[src/rtl/mdu_pkg.sv]
// rtl/mdu_pkg.sv - shared op/state encodings and helpers for the multiply/divide unit
package mdu_pkg;

  localparam int ITER = 32;

  typedef enum logic [1:0] {
    OP_MULT  = 2'b00,
    OP_MULTU = 2'b01,
    OP_DIV   = 2'b10,
    OP_DIVU  = 2'b11
  } mdu_op_e;

  typedef enum logic [1:0] {
    IDLE = 2'b00,
    CALC = 2'b01,
    FIX  = 2'b10,
    DONE = 2'b11
  } mdu_state_e;

  function automatic logic [31:0] neg32(input logic [31:0] v);
    return ~v + 32'd1;
  endfunction

  function automatic logic [31:0] abs32(input logic [31:0] v, input logic is_signed);
    return (is_signed && v[31]) ? neg32(v) : v;
  endfunction

endpackage

[src/rtl/mdu_div_step.sv]
// rtl/mdu_div_step.sv - one combinational restoring-division step
module mdu_div_step (
  input  logic [31:0] rem,
  input  logic        bit_in,
  input  logic [31:0] divisor,
  output logic [31:0] rem_next,
  output logic        q_bit
);

  logic [32:0] shifted;
  logic [32:0] diff;

  assign shifted = {rem, bit_in};
  assign diff    = shifted - {1'b0, divisor};

  // rem < divisor is invariant, so a clear borrow bit means shifted >= divisor
  assign q_bit    = ~diff[32];
  assign rem_next = q_bit ? diff[31:0] : shifted[31:0];

endmodule

[src/rtl/mdu.sv]
// rtl/mdu.sv - iterative radix-2 multiply/divide unit with HI/LO result registers
module mdu #(
  parameter int ITER = mdu_pkg::ITER
) (
  input  logic        clk,
  input  logic        rst,
  input  logic        start,
  input  logic [1:0]  op,
  input  logic [31:0] a,
  input  logic [31:0] b,
  output logic        busy,
  output logic        done,
  output logic [31:0] hi_out,
  output logic [31:0] lo_out
);
  import mdu_pkg::*;

  localparam int CW = $clog2(ITER) + 1;
  localparam logic [CW-1:0] LAST = CW'(ITER - 1);

  mdu_state_e    state_q, state_d;
  logic [CW-1:0] count_q;
  mdu_op_e       op_q;
  logic          neg_lo_q, neg_hi_q, div_zero_q;
  logic [31:0]   hi_acc, lo_acc, opnd;

  logic          accept;
  logic          in_signed, in_div, q_div;
  logic [31:0]   abs_a, abs_b;
  logic [32:0]   mul_sum;
  logic [31:0]   rem_next;
  logic          q_bit;
  logic [63:0]   prod_fix;

  assign accept    = start && (state_q == IDLE || state_q == DONE);
  assign in_signed = (mdu_op_e'(op) == OP_MULT) || (mdu_op_e'(op) == OP_DIV);
  assign in_div    = (mdu_op_e'(op) == OP_DIV) || (mdu_op_e'(op) == OP_DIVU);
  assign q_div     = (op_q == OP_DIV) || (op_q == OP_DIVU);
  assign abs_a     = abs32(a, in_signed);
  assign abs_b     = abs32(b, in_signed);

  // Multiply: hi_acc holds the running partial product, lo_acc the multiplier shifting out
  assign mul_sum  = {1'b0, hi_acc} + (lo_acc[0] ? {1'b0, opnd} : 33'd0);
  assign prod_fix = neg_lo_q ? (~{hi_acc, lo_acc} + 64'd1) : {hi_acc, lo_acc};

  // Divide: hi_acc is the partial remainder, lo_acc shifts dividend out and quotient in
  mdu_div_step u_div_step (
    .rem      (hi_acc),
    .bit_in   (lo_acc[31]),
    .divisor  (opnd),
    .rem_next (rem_next),
    .q_bit    (q_bit)
  );

  always_comb begin
    state_d = state_q;
    busy    = 1'b0;
    done    = 1'b0;
    case (state_q)
      IDLE: if (start) state_d = CALC;
      CALC: begin
        busy = 1'b1;
        if (count_q == LAST) state_d = FIX;
      end
      FIX: begin
        busy    = 1'b1;
        state_d = DONE;
      end
      DONE: begin
        done    = 1'b1;
        state_d = start ? CALC : IDLE;
      end
      default: state_d = IDLE;
    endcase
  end

  always_ff @(posedge clk or posedge rst) begin
    if (rst) begin
      state_q    <= IDLE;
      count_q    <= '0;
      op_q       <= OP_MULT;
      neg_lo_q   <= 1'b0;
      neg_hi_q   <= 1'b0;
      div_zero_q <= 1'b0;
      hi_acc     <= '0;
      lo_acc     <= '0;
      opnd       <= '0;
      hi_out     <= '0;
      lo_out     <= '0;
    end else begin
      state_q <= state_d;
      if (accept) begin
        count_q    <= '0;
        op_q       <= mdu_op_e'(op);
        neg_lo_q   <= in_signed && (a[31] ^ b[31]);
        neg_hi_q   <= in_signed && in_div && a[31];
        div_zero_q <= in_div && (b == 32'd0);
        hi_acc     <= '0;
        lo_acc     <= in_div ? abs_a : abs_b;
        opnd       <= in_div ? abs_b : abs_a;
      end else if (state_q == CALC) begin
        count_q <= count_q + CW'(1);
        if (q_div) begin
          hi_acc <= rem_next;
          lo_acc <= {lo_acc[30:0], q_bit};
        end else begin
          {hi_acc, lo_acc} <= {mul_sum, lo_acc[31:1]};
        end
      end else if (state_q == FIX) begin
        if (q_div) begin
          // a zero divisor leaves |a| as remainder; the dividend sign restores a itself
          lo_out <= div_zero_q ? 32'hFFFF_FFFF : (neg_lo_q ? neg32(lo_acc) : lo_acc);
          hi_out <= neg_hi_q ? neg32(hi_acc) : hi_acc;
        end else begin
          hi_out <= prod_fix[63:32];
          lo_out <= prod_fix[31:0];
        end
      end
    end
  end

endmodule

[config.mk]
export PLATFORM = sky130hd
export DESIGN_NAME = mdu
export DESIGN_NICKNAME = d
export VERILOG_FILES = /design/src/rtl/mdu_pkg.sv /design/src/rtl/mdu_div_step.sv /design/src/rtl/mdu.sv
export SDC_FILE = /design/constraint.sdc
export NUM_CORES = 1
export LEC_CHECK = 0
export ABC_CLOCK_PERIOD_IN_PS = 19000
export CORE_MARGIN = 10
export CORE_UTILIZATION = 40
export DETAILED_ROUTE_END_ITERATION = 12
export PLACE_DENSITY = 0.68
export SYNTH_ARGS = -nofsm -noshare
export SYNTH_HDL_FRONTEND = slang
export SYNTH_SLANG_ARGS = --single-unit
[constraint.sdc]
create_clock -name clk -period 19 [get_ports clk]
set_clock_uncertainty 0.15 [all_clocks]
set_input_delay 4.75 -clock clk [delete_from_list [all_inputs] [get_ports clk]]
set_output_delay 4.75 -clock clk [all_outputs]
set_load 0.02 [all_outputs]
# After elaboration in Yosys (flattened, before gate mapping)
# Index checks and enable logic that the tools add are counted.
dict set report classes {
  bitwise_logic 9
  muxes 26
  n_reduce_logical 18
  addsub 8
  eq_ne 10
}
# op count
set op_table {}
lappend op_table {{$mux W32} 17}
lappend op_table {{$add A32 B1 Y32 const B} 4}
lappend op_table {{$not A32 Y32} 4}
lappend op_table {{$add A64 B1 Y64 const B} 1}
lappend op_table {{$mux W64} 1}
lappend op_table {{$not A64 Y64} 1}
lappend op_table {{$add A32 B32 Y33} 1}
lappend op_table {{$sub A33 B32 Y33} 1}
lappend op_table {{$logic_not A32 Y1} 1}
lappend op_table {{$eq A2 B2 Y1 const B} 6}
lappend op_table {{$mux W6} 2}
lappend op_table {{$pmux W2 S4} 1}
lappend op_table {{$logic_and A1 B1 Y1} 7}
lappend op_table {{$add A6 B1 Y6 const B} 1}
lappend op_table {{$eq A6 B5 Y1 const B} 1}
lappend op_table {{$logic_not A2 Y1} 2}
lappend op_table {{$logic_or A1 B1 Y1} 4}
lappend op_table {{$mux W2} 2}
lappend op_table {{$ne A2 B2 Y1 const B} 2}
lappend op_table {{$mux W1} 3}
lappend op_table {{$not A1 Y1} 3}
lappend op_table {{$reduce_and A3 Y1} 1}
lappend op_table {{$eq A2 B1 Y1 const B} 1}
lappend op_table {{$reduce_and A2 Y1} 1}
lappend op_table {{3 further kinds} 3}
dict set report totals {
  register_bits 173
  input_bits 69
  output_inout_bits 66
  wordCells 82
}

# Logic depth before layout (Yosys ltp)
# Gate-level depths: netlist (run 1).
dict set report depth {
  ltp_word 6
  mapped_depth 14
  mapped_depth_nobuf 13
}

# By module
# From an unflattened synthesis (run 1), not the netlist that was laid out.
dict set report hier_totals {
  cells_unflattened 1887
  area_unflattened_um2 15290.9
}
# mod n_inst area_each_um2 seq_area_each_um2 cells_per_inst
set modules_own_cells {}
lappend modules_own_cells {mdu 1 12973.7 4304.1 1578}
lappend modules_own_cells {mdu_div_step 1 2317.2 0.0 309}

# Least setup slack after synthesis (run 1)
# No wires, ideal clock.
dict set report synth_path {
  path_kind {in2reg}
  from {input port b[12]}
  to {register opnd[27]}
  path_slack_ns 11.777
  path_stages 9
  t_arrival_ns 6.943
  path_buffers 0
  cell_sequence {or4_1 > or4_1 > nor4_1 > and3_1 > a21oi_1 > xnor2_1 > nand2_1 > o211ai_1 > o21ai_0}
}
dict set report synth_via {
  elab_chain_len 4
}
# element line
set synth_rtl {}
lappend synth_rtl {{start: declaration} mdu.sv:10} ;# input logic [31:0] b,
lappend synth_rtl {{$not A32 Y32} mdu_pkg.sv:21} ;# return ~v + 32'd1;
lappend synth_rtl {{$add A32 B1 Y32} mdu_pkg.sv:21}
lappend synth_rtl {{$mux W32} mdu_pkg.sv:25} ;# return (is_signed && v[31]) ? neg32(v) : v;
lappend synth_rtl {{$mux W32} mdu.sv:100} ;# opnd <= in_div ? abs_b : abs_a;
lappend synth_rtl {{end signal: assignment} mdu.sv:100}
lappend synth_rtl {{end: declaration} mdu.sv:25} ;# logic [31:0] hi_acc, lo_acc, opnd;
# No other way between the ends.
# A chain may end at the register's enable or synchronous reset.

# Worst setup path after layout (run 1)
dict set report layout_path {
  from {input port a[0]}
  to {register lo_acc[26]}
}
dict set report layout_via {
  elab_chain_len 5
}
# element line
set layout_rtl {}
lappend layout_rtl {{start: declaration} mdu.sv:9} ;# input logic [31:0] a,
lappend layout_rtl {{$not A32 Y32} mdu_pkg.sv:21}
lappend layout_rtl {{$add A32 B1 Y32} mdu_pkg.sv:21}
lappend layout_rtl {{$mux W32} mdu_pkg.sv:25}
lappend layout_rtl {{$mux W32} mdu.sv:99} ;# lo_acc <= in_div ? abs_a : abs_b;
lappend layout_rtl {{$mux W32} mdu.sv:92} ;# if (accept) begin
lappend layout_rtl {{end signal: assignment} mdu.sv:99}
lappend layout_rtl {{end signal: assignment} mdu.sv:105} ;# lo_acc <= {lo_acc[30:0], q_bit};
lappend layout_rtl {{end signal: assignment} mdu.sv:107} ;# {hi_acc, lo_acc} <= {mul_sum, lo_acc[31:1]};
lappend layout_rtl {{end: declaration} mdu.sv:25}
# No other way between the ends.

==> metrics, run 1 <==
Die Wd 209.9 um; clk slew on worst S/H paths 0.09 ns; RR Endpoint hi_acc[30]; switching pwr 1454 uW; Detailed Route WL 46.76 mm; initial antenna violation count 4; worst setup path startpoint a[0]; first-pass GRT wire length 74.97 mm; share of layout cells above drive strength 1 5.098%; CTS tree done; Final min period 7.940 ns; clock share of power 12.6%; run status finished clean; Place WS 10.62 ns; Synth Area in Compound Gates 23.91%; Synth Instances 1807; Wirelength per Cell 19.92 um; DR vias/cell 5.850; crit-path max FO 5; CTS Hold Buffers Added 0; dpl hpwl 35.84 mm; core area 35570 sq um; Initial Utilization 40.56%; library cell with the largest summed area after synthesis dfrtp_1; r2r setup slk 14.39 ns; max-slew violations 0; Unique masters post-synth 67; Post-synth top cells o21ai_0, nand2_1, nor2_1, dfrtp_1, a21oi_1; Die H 209.9 um; Total GRT Usage 20.91%; initial DRC count 1291; Yosys Warn Count 0; R2R depth 12; Sw Share 49.84%; Num CTS Buffers 17; antenna viol nets, final 0; Avg Cell Area, Syn 7.984 sq um; Synth Area in Simple Gates 17.88%; CTS root buffer clkbuf_16; number of H-tree levels 4; maximum VDD drop 0.1981 mV; CP Class in -> reg; # rows 69; Primary FF master, synth dfrtp_1; DRT Pass-1 Iters 6; Max Root-Sink Buffers 2; sequential share of power 25.1%; Cell Area, Synth 14430 sq um; grt total ovfl 0; largest family of logic cells by synthesized area compound AO/OA/AOI/OAI gates; Pint 1463 uW; post-route clock period utilization 41.79%; worst setup path end lo_acc[26]; final worst slack 11.06 ns; number of synthesized flops with an enable pin 0; insertion delay to the later sink of the worst-skew pair 0.47 ns; Crit. End Element flop; adder-cell area share of the yosys netlist 6.696%; Slew HR 25.82%; via count of the first global-routing pass 13.43k; clk sinks 172; fin util 46.99%; DRC violations left 0; largest net degree at the start of global routing 117; Hold Fails Final Rpt 0; area delta synth->final 15.85%; Ports 135; CTS resizes 0; Post-CTS Repair Setup Buffers 0; worst-margin pin slew 1.113 ns; multiplexer area fraction after synthesis 6.748%; final setup TNS 0 ns; critical path required time 19.17 ns; Hold Crit Class reg -> reg; Leak 0.007063 uW; share of the synthesized area in the top cell type 29.84%; pwr dens 174.6 nW/um^2; count leader, synth o21ai_0; type of origin of the critical path input port; ys async rst share 100.0%; xor/xnor share of the synthesized area 10.44%; critical register-to-register path startpoint lo_acc[0]; Die ar. 44060 sq um; Port Buffers 134; Critical Path AT 8.11 ns; RSZ-0062 raised after global routing false; Max-Cap Viols 0; register area share after synthesis 29.84%; setup violators final 0; nets@finish 2015; Area contributors post-synth dfrtp_1, o21ai_0, ha_1; Fmax 0.1259 GHz; GPL Wtd Cong 0.9768; syn nets 1952; Comb power frac 62.2%; Seq cells post-synth 172; Via Count 13.73k
[area by class of cell]
cell class	instances	area [sq um]
timing repair buffer	150	1459
clock buffer	18	439.2
sequential	172	4305
clock inverter	14	173.9
multi-input combinational	1464	9503
inverter	65	249.0
tap	461	576.8
fill	3532	18860
antenna	3	7.507
[routing by layer]
layer	track usage [%]	vias up	share of wire, %
met5	0	-	0.028
met4	6.500	2	2.2
met3	4.677	58	6.9
met2	33.23	480	46
met1	27.69	6539	45
li1	-	6650	-
[cells in the final DEF, fill, tap and decap left out, drive strengths merged, types with 23 or more instances in the layout]
cell,n
a21o,32
dfrtp,172
mux2,23
xnor2,78
nand2,176
inv,71
nor3,46
nor2,176
a21oi,158
nand3,26
mux2i,71
o211ai,43
o21ai,196
ha,74
clkdlybuf4s50,133
xor2,94
[registers in the layout, indices dropped and copies added (netlist names)]
name,cells
hi_out,32
op_q,1
hi_acc,32
neg_lo_q,1
lo_out,32
neg_hi_q,1
opnd,32
lo_acc,32
state_q,2
count_q,6
div_zero_q,1
[critical path, cell delays in order]
cell and delay (ns):
clkdlybuf4s50_1 0.49, inv_1 0.09, ha_1 0.15, or3b_2 0.48
nor4b_1 0.43, nand3b_1 0.23, o21ai_0 0.70, o21ai_0 0.25
xnor2_1 0.24, mux2i_1 0.10, nand2_1 0.10, o21ai_0 0.09
[power groups by stage]
stage / registers, uW / logic [uW] / clock network (uW)
5_1_grt: 756 / 2000 / 390
3_5_place_dp: 737 / 1800 / 0
3_3_place_gp: 729 / 1780 / 0
6_report: 733 / 1820 / 369
4_1_cts: 730 / 1810 / 374
2_1_floorplan: 723 / 1250 / 0
[metrics by stage]
step           total power [uW]  hold WS [ns]  cell area (sq um)  std cells
2_1_floorplan              1977        0.2987              14430       1807
3_3_place_gp               2506        0.3180              16090       2312
3_5_place_dp               2535        0.3246              16090       2312
4_1_cts                    2914        0.3419              16710       2344
5_1_grt                    3150        0.3689              16710       2344
6_report                   2917        0.3384              16710       2347
[cells by family (layout without fill, tap and decap cells)]
logic type | after synthesis | after routing
AO/OA/AOI/OAI | 569 | 569
XOR/XNOR | 172 | 172
adder cells (fa/ha/maj) | 76 | 76
buffers and inverters | 171 | 247
flip-flops | 172 | 172
multiplexers | 94 | 94
other | 0 | 3
AND/OR/NAND/NOR | 553 | 553
[worst min path at each step]
stage                     from  slack, ns          to  depth (start not counted)
floorplan           div_zero_q       0.30  div_zero_q                          2
global placement      opnd[24]       0.32    opnd[24]                          2
detailed placement     opnd[4]       0.32     opnd[4]                          2
CTS                    opnd[4]       0.34     opnd[4]                          2
global route          opnd[15]       0.37    opnd[15]                          2
finish                 opnd[4]       0.34     opnd[4]                          2
Note: power is estimated with default switching activity, not from simulation.
==> run 2, diff against run 1 <==
--- a/config.mk
+++ b/config.mk
@@ -5,7 +5,7 @@
 export SDC_FILE = /design/constraint.sdc
 export NUM_CORES = 1
 export LEC_CHECK = 0
-export ABC_CLOCK_PERIOD_IN_PS = 19000
+export ABC_CLOCK_PERIOD_IN_PS = 7500
 export CORE_MARGIN = 10
 export CORE_UTILIZATION = 40
 export DETAILED_ROUTE_END_ITERATION = 12
==> constraint.sdc (replaced) <==
create_clock -name clk -period 7.5 [get_ports clk]
set_clock_uncertainty 0.15 [all_clocks]
set_input_delay 1.875 -clock clk [delete_from_list [all_inputs] [get_ports clk]]
set_output_delay 1.875 -clock clk [all_outputs]
set_load 0.02 [all_outputs]
==> run 2 against run 1 <==
Net effect: flip-flop and latch count unchanged; via count is 0.58% higher; total power increased to 2.5 times the previous value; cell area shrank 0.12%; critical path depth increased by 2; largest cell class unchanged; highest routed layer unchanged.
==> metrics, run 2 (synthesis gave the netlist of run 1 again) <==
dpl hpwl 36.55 mm (+2.0%); clk slew on worst S/H paths 0.08 ns (about the same); Leak 0.007058 uW (about the same); most common cell after layout, fill and taps aside o21ai_0; Port Buffers 134 (unchanged); Fmax 0.1952 GHz; first-pass GRT wire length 76.20 mm (+1.6%); hold path depth 2 (unchanged); Die ar. 44060 sq um (unchanged); Num CTS Buffers 17 (unchanged); post-route clock period utilization 68.32%; clk sinks 172 (unchanged); CP dominant cell by count buf_4; insertion delay to the later sink of the worst-skew pair 0.46 ns (about the same); setup violators final 0 (unchanged); footprint of the multi-input gates 9503 sq um (unchanged); DRT Pass-1 Iters 6 (unchanged); CTS root buffer clkbuf_16; Crit. End Element flop; number of H-tree levels 4 (unchanged); pwr dens 442.2 nW/um^2 (+150%); Total GRT Usage 21.31% (+0.39 points); CP Class reg -> reg; Seq. cell area 4305 sq um (unchanged); DR vias/cell 5.881 (+0.54%); Hold Crit Class reg -> reg; antenna viol nets, final 0 (unchanged); via count of the first global-routing pass 13.58k (+1.1%); core area 35570 sq um (unchanged); CP max stage delay 0.86 ns (+0.16 ns); Hold Fails Final Rpt 0 (unchanged); Critical Path AT 5.28 ns (-2.83 ns); maximum VDD drop 0.2964 mV (+50%); CP cell instances inv_1 -> ha_1 -> fa_1 -> nor2b_1 -> o31a_1 -> o21ai_0 -> nand3b_1 -> and2_1 -> a311oi_1 -> buf_4 -> or3_1 -> buf_4 -> mux2i_1 -> o211ai_1; final setup TNS 0 ns (unchanged); worst-margin pin slew 1.134 ns (+0.02136 ns); initial DRC count 1079 (-16%); Slew HR 24.39% (-1.4 points); layout filler cell count 3499 (-0.93%); Via Count 13.81k (+0.58%); Wirelength per Cell 20.33 um (+2.1%); RSZ-0062 raised after global routing false; run status finished clean; most frequent cells in the layout o21ai_0, nand2_1, nor2_1; nets@finish 2017 (+0.099%); Placed Area 16110 sq um (about the same); crit-path max FO 19 (+14); # rows 69 (unchanged); area delta synth->final 15.72%; Die H 209.9 um (unchanged); largest net degree at the start of global routing 117 (unchanged); Post-CTS Repair Setup Buffers 0 (unchanged); cell family with most CP delay simple AND/OR/NAND/NOR gates; Max Root-Sink Buffers 2 (unchanged); number of cells on the critical path 14 (+2); Ports 135 (unchanged); initial antenna violation count 3 (-1); Detailed Route WL 47.74 mm (+2.1%); max-slew violations 0 (unchanged); Die Wd 209.9 um (unchanged); WP buf/inv 3 (+1); DRC violations left 0 (unchanged); fin area 16690 sq um (-0.12%); share of layout cells above drive strength 1 5.146% (+0.048 points); GPL Wtd Cong 0.9595 (-1.8%); Tot Pwr 7382 uW (+150%); critical path required time 7.65 ns (-11.52 ns); Initial Utilization 40.56% (unchanged); Final min period 5.124 ns; CTS tree done; Max-Cap Viols 0 (unchanged); R2R depth 14 (+2); fin util 46.93% (-0.056 points); CTS Hold Buffers Added 0 (unchanged); type of origin of the critical path flop; CTS resizes 0 (unchanged); Critical-path top delay cell or3_1; grt total ovfl 0 (unchanged)
run 2: report_power, final:
group          internal (uW)  total, uW  switching [uW]
registers               1350       1840             494
logic                   1880       4630            2750
clock network            446        908             462
total                   3670       7380            3710
run 2: cell type report:
cell class              count  share of cell area (%)
diodes                      2                 0.02998
clock buffers              18                   2.571
clock inverters            14                  0.9069
inverters                  65                   1.492
multi-input cells        1464                   56.93
flip-flops and latches    172                   25.79
well taps                 461                   3.455
repair buffers            152                   8.829
run 2: layer usage:
layer	GRT usage (%)	wire [um]
met5	0	20
met4	6.897	1147
met3	3.979	2983
met2	34.48	22160
met1	28.08	21430
run 2: path summary, 6_finish.rpt:
check                            from         end  slack, ns
setup reg to reg           lo_acc[31]  hi_acc[17]       2.38
hold reg to reg              opnd[24]    opnd[24]       0.33
max in group asynchronous         rst  lo_acc[17]       4.18
min in group asynchronous         rst  count_q[5]       1.77
setup / recovery           lo_acc[31]  hi_acc[17]       2.38
hold / removal               opnd[24]    opnd[24]       0.33
run 2: worst reg2reg max path, delay by kind of cell (launching register included):
kind	cells	cell delay (ns)
AND/OR/NAND/NOR	4	1.44
AO/OA/AOI/OAI	4	1.28
buffers and inverters	3	0.90
adder cells (fa/ha/maj)	2	0.50
flip-flops	1	0.41
multiplexers	1	0.30
run 2: metrics by stage:
step	setup WS (ns)	hold slack, ns	std cells
final	2.376	0.3336	2348
after global routing	2.060	0.3591	2346
after CTS	2.420	0.3397	2346
after detailed placement	1.990	0.3233	2314
after global placement	2.085	0.3148	2314
after floorplan	0.8149	0.2987	1807
